**config.mk**
```make
export PLATFORM = sky130hd
export DESIGN_NAME = ps2_frame_receiver
export DESIGN_NICKNAME = d
export VERILOG_FILES = /design/src/rtl/ps2_pkg.sv /design/src/rtl/ps2_frame_receiver_filter.sv /design/src/rtl/ps2_frame_receiver.sv
export SDC_FILE = /design/constraint.sdc
export NUM_CORES = 1
export LEC_CHECK = 0
export CAP_MARGIN = 0
export CORE_MARGIN = 5
export CORE_UTILIZATION = 40
export CTS_BUF_LIST = sky130_fd_sc_hd__clkbuf_16
export DETAILED_ROUTE_END_ITERATION = 6
export DONT_BUFFER_PORTS = 1
export GPL_TIMING_DRIVEN = 0
export SLEW_MARGIN = 30
export SYNTH_ARGS = -nofsm -noshare
export SYNTH_HDL_FRONTEND = slang
export SYNTH_HIERARCHICAL = 1
export SYNTH_SLANG_ARGS = --single-unit
```
**constraint.sdc**
```tcl
create_clock -name clock -period 2.25 [get_ports clock]
set_input_delay 0.225 -clock clock [delete_from_list [all_inputs] [get_ports clock]]
set_output_delay 0.225 -clock clock [all_outputs]
set_load 0.005 [all_outputs]
```
**src/rtl/ps2_pkg.sv**
```systemverilog
// ps2_pkg: shared types and constants for the PS/2 device-to-host receiver.
// Frame bit numbering counts from the first bit after the start bit:
// bits 0..7 are data (LSB first), bit 8 is odd parity, bit 9 is the stop bit.
package ps2_pkg;

    typedef enum logic {
        IDLE    = 1'b0,
        RECEIVE = 1'b1
    } ps2_state_t;

    // Start + 8 data + parity + stop.
    localparam int PS2_FRAME_BITS = 11;
    localparam int PS2_PARITY_BIT = 8;
    localparam int PS2_STOP_BIT   = 9;

    // Wide enough to count every bit position of a frame.
    localparam int PS2_BIT_CNT_W  = $clog2(PS2_FRAME_BITS);

    // Observable receiver status, exported for checkers and debug.
    typedef struct packed {
        ps2_state_t                 state;
        logic                       clock_level;
        logic                       parity_bit;
        logic [PS2_BIT_CNT_W-1:0]   bit_count;
    } ps2_debug_t;

    // Odd parity: the data byte plus its parity bit hold an odd number of ones.
    function automatic logic odd_parity_ok(input logic [7:0] data, input logic parity);
        return ^{data, parity};
    endfunction

endpackage

```
**src/rtl/ps2_frame_receiver_filter.sv**
```systemverilog
// ps2_input_filter: 2-flop synchronizer plus glitch filter for one
// asynchronous PS/2 line. The filtered level follows the synchronized input
// only once FILTER_LENGTH consecutive samples disagree with the current
// filtered level; shorter pulses never reach the output. o_fall is a
// registered one-cycle strobe that is high in the first cycle the filtered
// level reads 0 after having been 1.
module ps2_input_filter #(
    parameter int FILTER_LENGTH = 8
) (
    input  logic clock,
    input  logic reset,
    input  logic i_raw,
    output logic o_level,
    output logic o_fall
);

    localparam int CW = $clog2(FILTER_LENGTH + 1);
    localparam logic [CW-1:0] LAST_COUNT = CW'(FILTER_LENGTH - 1);

    logic          r_sync1;
    logic          r_sync2;
    logic          r_level;
    logic [CW-1:0] r_count;
    logic          r_fall;

    // Two-stage synchronizer; idle PS/2 lines are high, so reset to 1.
    always_ff @(posedge clock) begin
        if (reset) begin
            r_sync1 <= 1'b1;
            r_sync2 <= 1'b1;
        end else begin
            r_sync1 <= i_raw;
            r_sync2 <= r_sync1;
        end
    end

    // Run-length filter: count disagreeing samples, flip level on the last one.
    always_ff @(posedge clock) begin
        if (reset) begin
            r_level <= 1'b1;
            r_count <= '0;
            r_fall  <= 1'b0;
        end else begin
            r_fall <= 1'b0;
            if (r_sync2 != r_level) begin
                if (r_count == LAST_COUNT) begin
                    r_level <= r_sync2;
                    r_count <= '0;
                    // Level is about to go 1 -> 0 exactly when it is 1 now.
                    r_fall  <= r_level;
                end else begin
                    r_count <= r_count + CW'(1);
                end
            end else begin
                // Any agreeing sample restarts the run, which kills glitches.
                r_count <= '0;
            end
        end
    end

    assign o_level = r_level;
    assign o_fall  = r_fall;

endmodule

```
**src/rtl/ps2_frame_receiver.sv**
```systemverilog
// ps2_frame_receiver: deserializes PS/2 device-to-host frames.
//
// Output handshake: dataReady is a valid-only strobe with no ready/back
// pressure. It is high for exactly one cycle, and dataOut carries the new byte
// in that same cycle and holds it until the next dataReady. frameError is a
// one-cycle strobe for a discarded frame; the two strobes never coincide.
//
// Optional build macro PS2_FRAME_RECEIVER_PARITY_CHECK_EN: when defined, a
// parity mismatch discards the frame with frameError. When undefined the
// parity bit is sampled (visible in debugStatus) but does not affect the result.
module ps2_frame_receiver
    import ps2_pkg::*;
#(
    parameter int FILTER_LENGTH  = 8,
    parameter int TIMEOUT_CYCLES = 50000
) (
    input  logic       clock,
    input  logic       reset,
    input  logic       ps2Clock,
    input  logic       ps2Data,
    output logic       dataReady,
    output logic [7:0] dataOut,
    output logic       frameError,
    output ps2_debug_t debugStatus
);

    localparam int TW = $clog2(TIMEOUT_CYCLES + 1);
    localparam logic [TW-1:0] TIMEOUT_LIMIT = TW'(TIMEOUT_CYCLES);
    localparam logic [PS2_BIT_CNT_W-1:0] PARITY_IDX = PS2_BIT_CNT_W'(PS2_PARITY_BIT);
    localparam logic [PS2_BIT_CNT_W-1:0] STOP_IDX   = PS2_BIT_CNT_W'(PS2_STOP_BIT);

    logic                     w_clk_level;
    logic                     w_fall;
    logic                     w_sample_data;
    logic                     w_parity_ok;

    logic                     r_dsync1;
    logic                     r_dsync2;
    logic [FILTER_LENGTH-1:0] r_data_dly;

    ps2_state_t               r_state;
    logic [PS2_BIT_CNT_W-1:0] r_bit_cnt;
    logic [7:0]               r_shift;
    logic                     r_parity;
    logic [TW-1:0]            r_timeout;
    logic                     r_data_ready;
    logic                     r_frame_error;
    logic [7:0]               r_data_out;

    ps2_input_filter #(
        .FILTER_LENGTH (FILTER_LENGTH)
    ) u_clock_filter (
        .clock   (clock),
        .reset   (reset),
        .i_raw   (ps2Clock),
        .o_level (w_clk_level),
        .o_fall  (w_fall)
    );

    // Synchronize data, then delay it so a falling-edge strobe sees the data
    // level from the cycle the clock transition first left the synchronizer.
    always_ff @(posedge clock) begin
        if (reset) begin
            r_dsync1   <= 1'b1;
            r_dsync2   <= 1'b1;
            r_data_dly <= '1;
        end else begin
            r_dsync1   <= ps2Data;
            r_dsync2   <= r_dsync1;
            r_data_dly <= {r_data_dly[FILTER_LENGTH-2:0], r_dsync2};
        end
    end

    assign w_sample_data = r_data_dly[FILTER_LENGTH-1];

`ifdef PS2_FRAME_RECEIVER_PARITY_CHECK_EN
    assign w_parity_ok = odd_parity_ok(r_shift, r_parity);
`else
    assign w_parity_ok = 1'b1;
`endif

    // Frame FSM: start detection, bit shifting, stop/parity check, timeout.
    always_ff @(posedge clock) begin
        if (reset) begin
            r_state       <= IDLE;
            r_bit_cnt     <= '0;
            r_shift       <= '0;
            r_parity      <= 1'b0;
            r_timeout     <= '0;
            r_data_ready  <= 1'b0;
            r_frame_error <= 1'b0;
            r_data_out    <= 8'h00;
        end else begin
            r_data_ready  <= 1'b0;
            r_frame_error <= 1'b0;
            case (r_state)
                IDLE: begin
                    r_timeout <= '0;
                    // A falling edge with data high is line noise, not a start.
                    if (w_fall && !w_sample_data) begin
                        r_state   <= RECEIVE;
                        r_bit_cnt <= '0;
                        r_shift   <= '0;
                    end
                end
                RECEIVE: begin
                    if (w_fall) begin
                        r_timeout <= '0;
                        if (r_bit_cnt < PARITY_IDX) begin
                            // LSB arrives first, so shift in from the top.
                            r_shift   <= {w_sample_data, r_shift[7:1]};
                            r_bit_cnt <= r_bit_cnt + PS2_BIT_CNT_W'(1);
                        end else if (r_bit_cnt == PARITY_IDX) begin
                            r_parity  <= w_sample_data;
                            r_bit_cnt <= r_bit_cnt + PS2_BIT_CNT_W'(1);
                        end else begin
                            // Stop bit: bit count is STOP_IDX here.
                            r_state   <= IDLE;
                            r_bit_cnt <= '0;
                            if (w_sample_data && w_parity_ok) begin
                                r_data_ready <= 1'b1;
                                r_data_out   <= r_shift;
                            end else begin
                                r_frame_error <= 1'b1;
                            end
                        end
                    end else if (r_timeout == TIMEOUT_LIMIT) begin
                        // Device stopped clocking mid-frame: drop the partial byte.
                        r_frame_error <= 1'b1;
                        r_state       <= IDLE;
                        r_bit_cnt     <= '0;
                        r_shift       <= '0;
                        r_timeout     <= '0;
                    end else begin
                        r_timeout <= r_timeout + TW'(1);
                    end
                end
                default: begin
                    r_state <= IDLE;
                end
            endcase
        end
    end

    assign dataReady  = r_data_ready;
    assign frameError = r_frame_error;
    assign dataOut    = r_data_out;

    assign debugStatus.state       = r_state;
    assign debugStatus.clock_level = w_clk_level;
    assign debugStatus.parity_bit  = r_parity;
    assign debugStatus.bit_count   = r_bit_cnt;

    // STOP_IDX documents the last frame position; the FSM reaches it implicitly.
    logic w_unused_stop_idx;
    assign w_unused_stop_idx = ^STOP_IDX;

endmodule

```
# After elaboration in Yosys (flattened, before gate mapping)

Cells that the tools add are included.
Widths: inputs -> output; s select.

$add $sub $neg: 3
Order comparisons: 1
Eq/ne operators: 7
Multiplexer cells: 26
Bitwise operators: 6
Reductions and logical operators: 11

Operators by type and width:

| kind                  | number |
|---|---|
| $mux 16               | 2 |
| $mux 8                | 4 |
| $pmux 16 s2           | 1 |
| $mux 4                | 5 |
| $add 16x1->16 const B | 1 |
| $eq 16x16->1 const B  | 1 |
| $pmux 8 s2            | 1 |
| $mux 1                | 11 |
| $add 4x1->4 const B   | 2 |
| $pmux 4 s2            | 1 |
| $not 1->1             | 6 |
| $reduce_or 3->1       | 2 |
| $reduce_and 5->1      | 1 |
| $reduce_or 5->1       | 1 |
| $eq 4x3->1 const B    | 1 |
| $eq 4x4->1 const B    | 1 |
| $lt 4x4->1 const B    | 1 |
| $reduce_and 2->1      | 2 |
| $reduce_and 4->1      | 1 |
| $ne 3x1->1 const B    | 1 |
| $ne 3x3->1 const B    | 1 |
| $reduce_and 3->1      | 1 |
| $ne 2x2->1 const B    | 1 |
| $pmux 1 s2            | 1 |
| other kinds (4)       | 4 |

Flip-flop bits (word level): 58
Bits of input ports: 4
Output and inout port bits: 17
Word-level logic and storage cells: 70

# Logic depth before layout (Yosys ltp)

Gate-level depths: netlist of run 1.

Depth in word-level cells: 5
Depth in mapped cells: 7

# Hierarchy

The synthesis of run 1 kept the hierarchy.

By module, submodules not included:

| module             | times used | cells an instance | area an instance (um2) | sequential area each (um2) |
|---|---|---|---|---|
| ps2_frame_receiver | 1          | 223               | 2020.7                 | 1001.0 |
| ps2_input_filter   | 1          | 26                | 300.3                  | 160.2 |

# Least setup slack after synthesis of run 1

OpenSTA, ideal clock, no wires.

Kind: reg-to-reg
From: register r_timeout[0]
To: register r_timeout[10]
Arrival time: 1570 ps
Path slack: 616 ps
Stages on the path, launching flop included: 8
Clock period less this slack: 1634 ps
Cells stage by stage: dfxtp_1 > inv_1 > ha_1 > and3_1 > a41oi_2 > nand3b_1 > buf_2 > nor2_1

Cells in the longest elaborated chain, start to end: 4
Elaborated cells between the ends (all ways): 5
Classes of those cells: 1 x add/sub; 1 x eq/ne; 3 x mux

Ends and longest elaborated chain:

| item                                          | RTL line                                             | text |
|---|---|---|
| from (decl)                                   | ps2_frame_receiver.sv:45                             | `logic [TW-1:0] r_timeout;` |
| from (signal assigned)                        | ps2_frame_receiver.sv:135                            | `r_timeout <= r_timeout + TW'(1);` |
| $add 16x1->16 or $eq 16x16->1 (tied branches) | ps2_frame_receiver.sv:135, ps2_frame_receiver.sv:127 |  |
| $mux 16 *                                     | ps2_frame_receiver.sv:127                            | `end else if (r_timeout == TIMEOUT_LIMIT) begin` |
| $mux 16 *                                     | ps2_frame_receiver.sv:107                            | `if (w_fall) begin` |
| $pmux 16 s2 *                                 | ps2_frame_receiver.sv:96                             | `case (r_state)` |

Every way passes the cells marked *; elsewhere a longest branch is shown, timed or not.
A chain may end at the register's enable or synchronous reset.

# Worst setup path in the final report of run 1

From: register r_timeout[0]
To: register r_timeout[8]

Same word-level chain as after synthesis.

==> results.sh, run 1 <==
export IMPL_status="completed"
export IMPL_cp_start_kind="flip-flop"
export IMPL_synth_enable_flop_cells=0
export IMPL_synthTopCellsByArea="dfxtp_1, nor2_1, xnor2_1"
export IMPL_fin_util_pct=48.28
export IMPL_die_area_um2=7426
export IMPL_yosys_top_cells_count="dfxtp_1, nor2_1, nand2_1, o21ai_0"
export IMPL_layout_drive_gt1_share_pct=15.04
export IMPL_first_pass_iters=4
export IMPL_drv_slew=0
export IMPL_drv_cap=0
export IMPL_worst_pin_slew_ps=788.8
export IMPL_finalSetupViolations=0
export IMPL_regArea_um2=1161
export IMPL_numClockSinks=58
export IMPL_crit_fanout=10
export IMPL_rsz0062_at_grt="no"
export IMPL_avgSynthCellArea_um2=9.321
export IMPL_yosys_cell_types_count=33
export IMPL_ioPinCount=21
export IMPL_root_buffer="clkbuf_16"
export IMPL_syn_to_final_growth_pct=15.96
export IMPL_yosysMostFrequentCell="dfxtp_1"
export IMPL_synth_ff_type="dfxtp_1"
export IMPL_chipHeight_um=86.18
export IMPL_placementRows=27
export IMPL_core_area_um2=5574
export IMPL_grt_max_degree=14
export IMPL_synth_top_cell_by_area="dfxtp_1"
export IMPL_grt_pass1_vias=1529
export IMPL_grt_usage_pct=12.27
export IMPL_min_period_ps=1995
export IMPL_routed_via_density=4.888
export IMPL_cts_tree="done"
export IMPL_syn_cell_area_um2=2321
export IMPL_fin_crit_sh_pct=88.65
export IMPL_cp_end_kind="flip-flop"
export IMPL_yosysWarnings=6
export IMPL_yosysTopAreaCellShare_pct=50.03
export IMPL_pre_cts_ws_ps=263.0
export IMPL_power_frac_seq_pct=46.8
export IMPL_ant_nets=0
export IMPL_async_flop_share_pct=0
export IMPL_multi_input_area_um2=1055
export IMPL_p_clk_share_pct=52.4
export IMPL_worst_endpoint_required_ps=2510
export IMPL_globalplace_congestion=0.8421
export IMPL_htreeDepth=3
export IMPL_fin_skew_ps=6.928
export IMPL_n_antenna_cell=0
export IMPL_timing_final_ws_setup_ps=255.4
export IMPL_grt_pass1_wl_mm=7.058
export IMPL_grt_overflow=0
export IMPL_die_w_um=86.18
export IMPL_critPathArrivalTime_ps=2250
export IMPL_clk_pin_slew_worst_paths_ps=50
export IMPL_min_path_type="in2reg"
export IMPL_nets=271
export IMPL_wl_per_cell_um=12.21
export IMPL_cts_resized=0
export IMPL_p_sw_share_pct=20.18
export IMPL_vias=1652
export IMPL_combPwrFrac_pct=0.9
export IMPL_n_fill_cell=543
export IMPL_initialDrtViolationCount=97
export IMPL_synth_seq_area_share_pct=50.03
export IMPL_power_mw=2.216
export IMPL_antenna_found_initial=0
export IMPL_p_leak_nw=0.9970
export IMPL_drc=0
export IMPL_dp_hpwl_mm=2.803
export IMPL_initial_core_util_pct=41.64
export IMPL_port_buffers=0
export IMPL_hold_slack_ps=9.526
export IMPL_fmax_mhz=501.4
export IMPL_routed_wl_mm=4.126
export IMPL_hold_viol_final=0
export IMPL_synth_fp_nets=258
export IMPL_pwr_density_cell_nw_per_um2=823.2
export IMPL_tns_ps=0
export IMPL_relSlewSlack_pct=46.86
export IMPL_p_int_mw=1.768
export IMPL_clk_latency_ps=320
export IMPL_worstSetupPathType="reg2reg"
export IMPL_syn_inst=249
export IMPL_clockBufferDepth=2
export IMPL_numCtsBuffers=9
export IMPL_power_switching_mw=0.4472
export IMPL_ys_ff_latch=58
export IMPL_ir_drop_mv=0.4391
-- flip-flops by register name (all words and copies together) (netlist names) --
name	cells
dataOut	8
dataReady	1
frameError	1
r_bit_cnt	4
r_data_dly	8
r_dsync1	1
r_dsync2	1
r_parity	1
r_shift	8
r_state	1
r_timeout	16
u_clock_filter/o_fall	1
u_clock_filter/o_level	1
u_clock_filter/r_count	4
u_clock_filter/r_sync1	1
u_clock_filter/r_sync2	1
-- final cells by class --
cell class                      count  area share (%)
Multi-Input combinational cell    167           39.19
Timing Repair Buffer                2          0.7438
Clock buffer                        9           8.368
Inverter                           12           1.674
Sequential cell                    58           43.14
Buffer                             12           2.232
Tap cell                           72           3.347
Clock inverter                      6           1.302
-- critical path, cell delays in order (launching register included) --
cell and delay (ps):
dfxtp_1 440, inv_1 70, ha_1 190, and3_1 190, a41oi_2 350, nand3b_1 310, buf_2 280, nor2_1 110
-- final timing paths --
path	from	to	slack (ps)	cells after the start
max	r_timeout[0]	r_timeout[8]	260	7
min	ps2Clock	u_clock_filter/r_sync1	10	1
max reg2reg	r_timeout[0]	r_timeout[8]	260	7
min reg2reg	r_data_dly[0]	r_data_dly[1]	410	1
-- placed cells by master (no fill, tap or decap) --
cell           count
nor2_1            36
nor3_1             7
a211oi_1           2
xor2_1             5
mux2i_1            9
nand3b_4           1
and3b_1            1
dfxtp_1           58
and3b_2            1
dlygate4sd3_1      2
nand3_1           11
a211o_1            1
buf_2              3
or2_2             12
nand2_1           14
o21ai_0           13
nor4_1             4
nand4_1            7
and3_1             2
and4bb_2           1
a32oi_1            1
xnor2_1           12
a41oi_2            1
nand3b_1           2
clkinvlp_4         2
nor4b_2            2
nor2b_1            1
clkbuf_1           6
a21oi_1           12
nand2b_1           2
inv_1             12
or3_1              1
clkinv_2           4
buf_4              3
clkbuf_16          9
ha_1               5
nor4b_4            1
-- logic make-up after synthesis --
family	Yosys count	synth area share, %
simple gates	106	24.96
flops	58	50.03
compound gates	30	7.493
buf+inv	24	4.528
xor+xnor	17	6.415
mux	9	3.882
fa+ha+maj	5	2.695
-- layer usage --
| layer | global-route usage, % | share of wire, % |
|---|---|---|
| met1 | 15.76 | 49 |
| met2 | 17.45 | 45 |
| met3 | 4.753 | 4.7 |
| met4 | 7.082 | 1.6 |
| met5 | 0 | 0 |
-- through the flow --
stage / cell area [um2] / instances
2_1_floorplan: 2321 / 249
3_3_place_gp: 2411 / 321
3_5_place_dp: 2411 / 321
4_1_cts: 2681 / 337
5_1_grt: 2691 / 338
6_report: 2691 / 338
-- power groups by stage --
stage / logic (mW) / registers (mW) / clock network, mW
2_1_floorplan: 0.0121 / 1.06 / 0
3_3_place_gp: 0.0161 / 1.06 / 0
3_5_place_dp: 0.0165 / 1.06 / 0
4_1_cts: 0.0183 / 1.04 / 1.19
5_1_grt: 0.0220 / 1.03 / 1.25
6_report: 0.0193 / 1.04 / 1.16
-- what timing repair did --
item,CTS,global route
buffers inserted,0,0
hold buffers,1,1
setup endpoints to repair,0,0
hold endpoints to repair,2,1
Note: power is estimated with default switching activity, not from simulation.
==> inputs of run 2 (changes only) <==
Settings changed: CORE_UTILIZATION 40 to 60, CTS_CLUSTER_SIZE from default to 40, PLACE_DENSITY from default to 0.76, RECOVER_POWER from default to 25.
==> run 2 against run 1 <==
Cell count fell by 6.5%; highest routed layer unchanged; critical path depth unchanged; via count increased by 1.2%; utilization up 24 points; register-to-register slack is essentially flat; non-clock buffer count is 1 higher; sequential power about the same; cell area rose by 0.23%.
==> results.sh, run 2 (synthesized netlist as in run 1, its figures left out) <==
export IMPL_worstSetupPathType="reg2reg"
export IMPL_routed_wl_mm=4.100
export IMPL_cp_start_kind="flip-flop"
export IMPL_clockBufferDepth=2
export IMPL_dp_hpwl_mm=2.733
export IMPL_grt_max_degree=14
export IMPL_cp_end_kind="flip-flop"
export IMPL_holdPathEnd="u_clock_filter/r_sync1"
export IMPL_htreeDepth=3
export IMPL_core_area_um2=3716
export IMPL_critPathArrivalTime_ps=2260
export IMPL_power_frac_seq_pct=44.6
export IMPL_antenna_found_initial=0
export IMPL_layout_commonest_cell="dfxtp_1"
export IMPL_placementRows=22
export IMPL_chipHeight_um=72.20
export IMPL_dp_cells=297
export IMPL_drv_slew=0
export IMPL_drv_cap=0
export IMPL_regMostFlops="r_timeout"
export IMPL_vias=1672
export IMPL_ff2ff_setup_slack_ps=250
export IMPL_root_buffer="clkbuf_16"
export IMPL_hold_slack_ps=7.525
export IMPL_relSlewSlack_pct=50.79
export IMPL_cts_tree="done"
export IMPL_grt_usage_pct=17.12
export IMPL_initialDrtViolationCount=111
export IMPL_p_leak_nw=1.022
export IMPL_finalSetupViolations=0
export IMPL_hold_start="reset"
export IMPL_p_sw_share_pct=18.90
export IMPL_fin_cells=316
export IMPL_hold_viol_final=0
export IMPL_layout_common_cells="dfxtp_1, nor2_1, nand2_1"
export IMPL_n_fill_cell=276
export IMPL_fin_crit_sh_pct=88.89
export IMPL_drc=0
export IMPL_port_buffers=0
export IMPL_layout_drive_gt1_share_pct=14.55
export IMPL_crit_fanout=10
export IMPL_grt_pass1_wl_mm=6.796
export IMPL_first_pass_iters=4
export IMPL_reg2reg_from="r_timeout[0]"
export IMPL_syn_to_final_growth_pct=16.23
export IMPL_p_int_mw=1.884
export IMPL_min_period_ps=2000
export IMPL_worst_pin_slew_ps=730.4
export IMPL_whs_path_depth=1
export IMPL_rsz0062_at_grt="no"
export IMPL_p_clk_share_pct=54.5
export IMPL_nets=272
export IMPL_numClockSinks=58
export IMPL_routed_via_density=5.291
export IMPL_grt_overflow=0
export IMPL_die_w_um=72.20
export IMPL_ant_nets=0
export IMPL_hold_buffers=2
export IMPL_fmax_mhz=500.0
export IMPL_globalplace_congestion=0.8276
export IMPL_initial_core_util_pct=62.46
export IMPL_power_switching_mw=0.4389
export IMPL_combPwrFrac_pct=0.9
export IMPL_cts_resized=0
export IMPL_fin_skew_ps=9.479
export IMPL_largest_reg_flops=16
export IMPL_ioPinCount=21
export IMPL_worst_endpoint_required_ps=2510
export IMPL_ir_drop_mv=0.7849
export IMPL_rr_endpoint="r_shift[5]"
export IMPL_tns_ps=0
export IMPL_pwr_density_cell_nw_per_um2=861.1
export IMPL_numCtsBuffers=9
export IMPL_wl_per_cell_um=12.97
export IMPL_die_area_um2=5212
export IMPL_status="completed"
export IMPL_reg2reg_depth=7
export IMPL_n_antenna_cell=0
export IMPL_cts_setup_buffers=0
export IMPL_min_path_type="in2reg"
export IMPL_clk_pin_slew_worst_paths_ps=50
export IMPL_grt_pass1_vias=1511
export IMPL_clk_latency_ps=320
==> run 2: per-layer routing <==
| layer | up-vias | track usage [%] | routed length, um |
|---|---|---|---|
| met1 | 767 | 21.01 | 1842 |
| met4 | 0 | 9.395 | 85 |
| met3 | 7 | 6.925 | 243 |
| met2 | 32 | 25.48 | 1929 |
| met5 | - | 0 | 0 |
| li1 | 866 | - | - |
==> run 2: worst max path at each step <==
stage	startpoint	slack [ps]	endpoint
2_1_floorplan	r_timeout[0]	620	r_timeout[10]
6_report	r_timeout[0]	250	r_shift[5]
5_1_grt	r_timeout[0]	60	r_shift[6]
3_3_place_gp	r_timeout[0]	330	r_shift[5]
3_5_place_dp	r_timeout[0]	290	r_timeout[15]
4_1_cts	r_timeout[0]	260	r_timeout[8]
==> run 2: power groups by stage <==
stage          clock, mW  combinational [mW]  sequential [mW]
2_1_floorplan          0              0.0121             1.06
3_3_place_gp           0              0.0161             1.06
3_5_place_dp           0              0.0161             1.06
4_1_cts             1.29              0.0193             1.04
5_1_grt             1.35              0.0229             1.04
6_report            1.27              0.0206             1.04
==> run 2: final cells by class <==
type,count,area (um2),area share [%]
timing repair buffer,3,30.03,1.113
sequential,58,1161,43.04
tap,48,60.06,2.226
clock inverter,7,61.31,2.273
multi-input combinational,167,1055,39.10
inverter,12,45.04,1.670
clock buffer,9,225.2,8.349
buffer,12,60.06,2.226
==> run 2: critical path: stages, from the launching register on <==
cell      delay [ps]
dfxtp_1          430
inv_1             70
ha_1             190
and3_1           190
a41oi_2          340
clkbuf_1         380
o21ai_0          170
a21oi_1          160
==> run 2: through the flow <==
step | cell area (um2) | setup slack (ps) | util [%] | total power, mW
5_1_grt | 2698 | 59.42 | 72.59 | 2.406
3_3_place_gp | 2381 | 333.7 | 64.07 | 1.073
6_report | 2698 | 250.1 | 72.59 | 2.323
2_1_floorplan | 2321 | 616.0 | - | 1.068
3_5_place_dp | 2381 | 287.6 | 64.07 | 1.073
4_1_cts | 2688 | 261.2 | 72.32 | 2.347
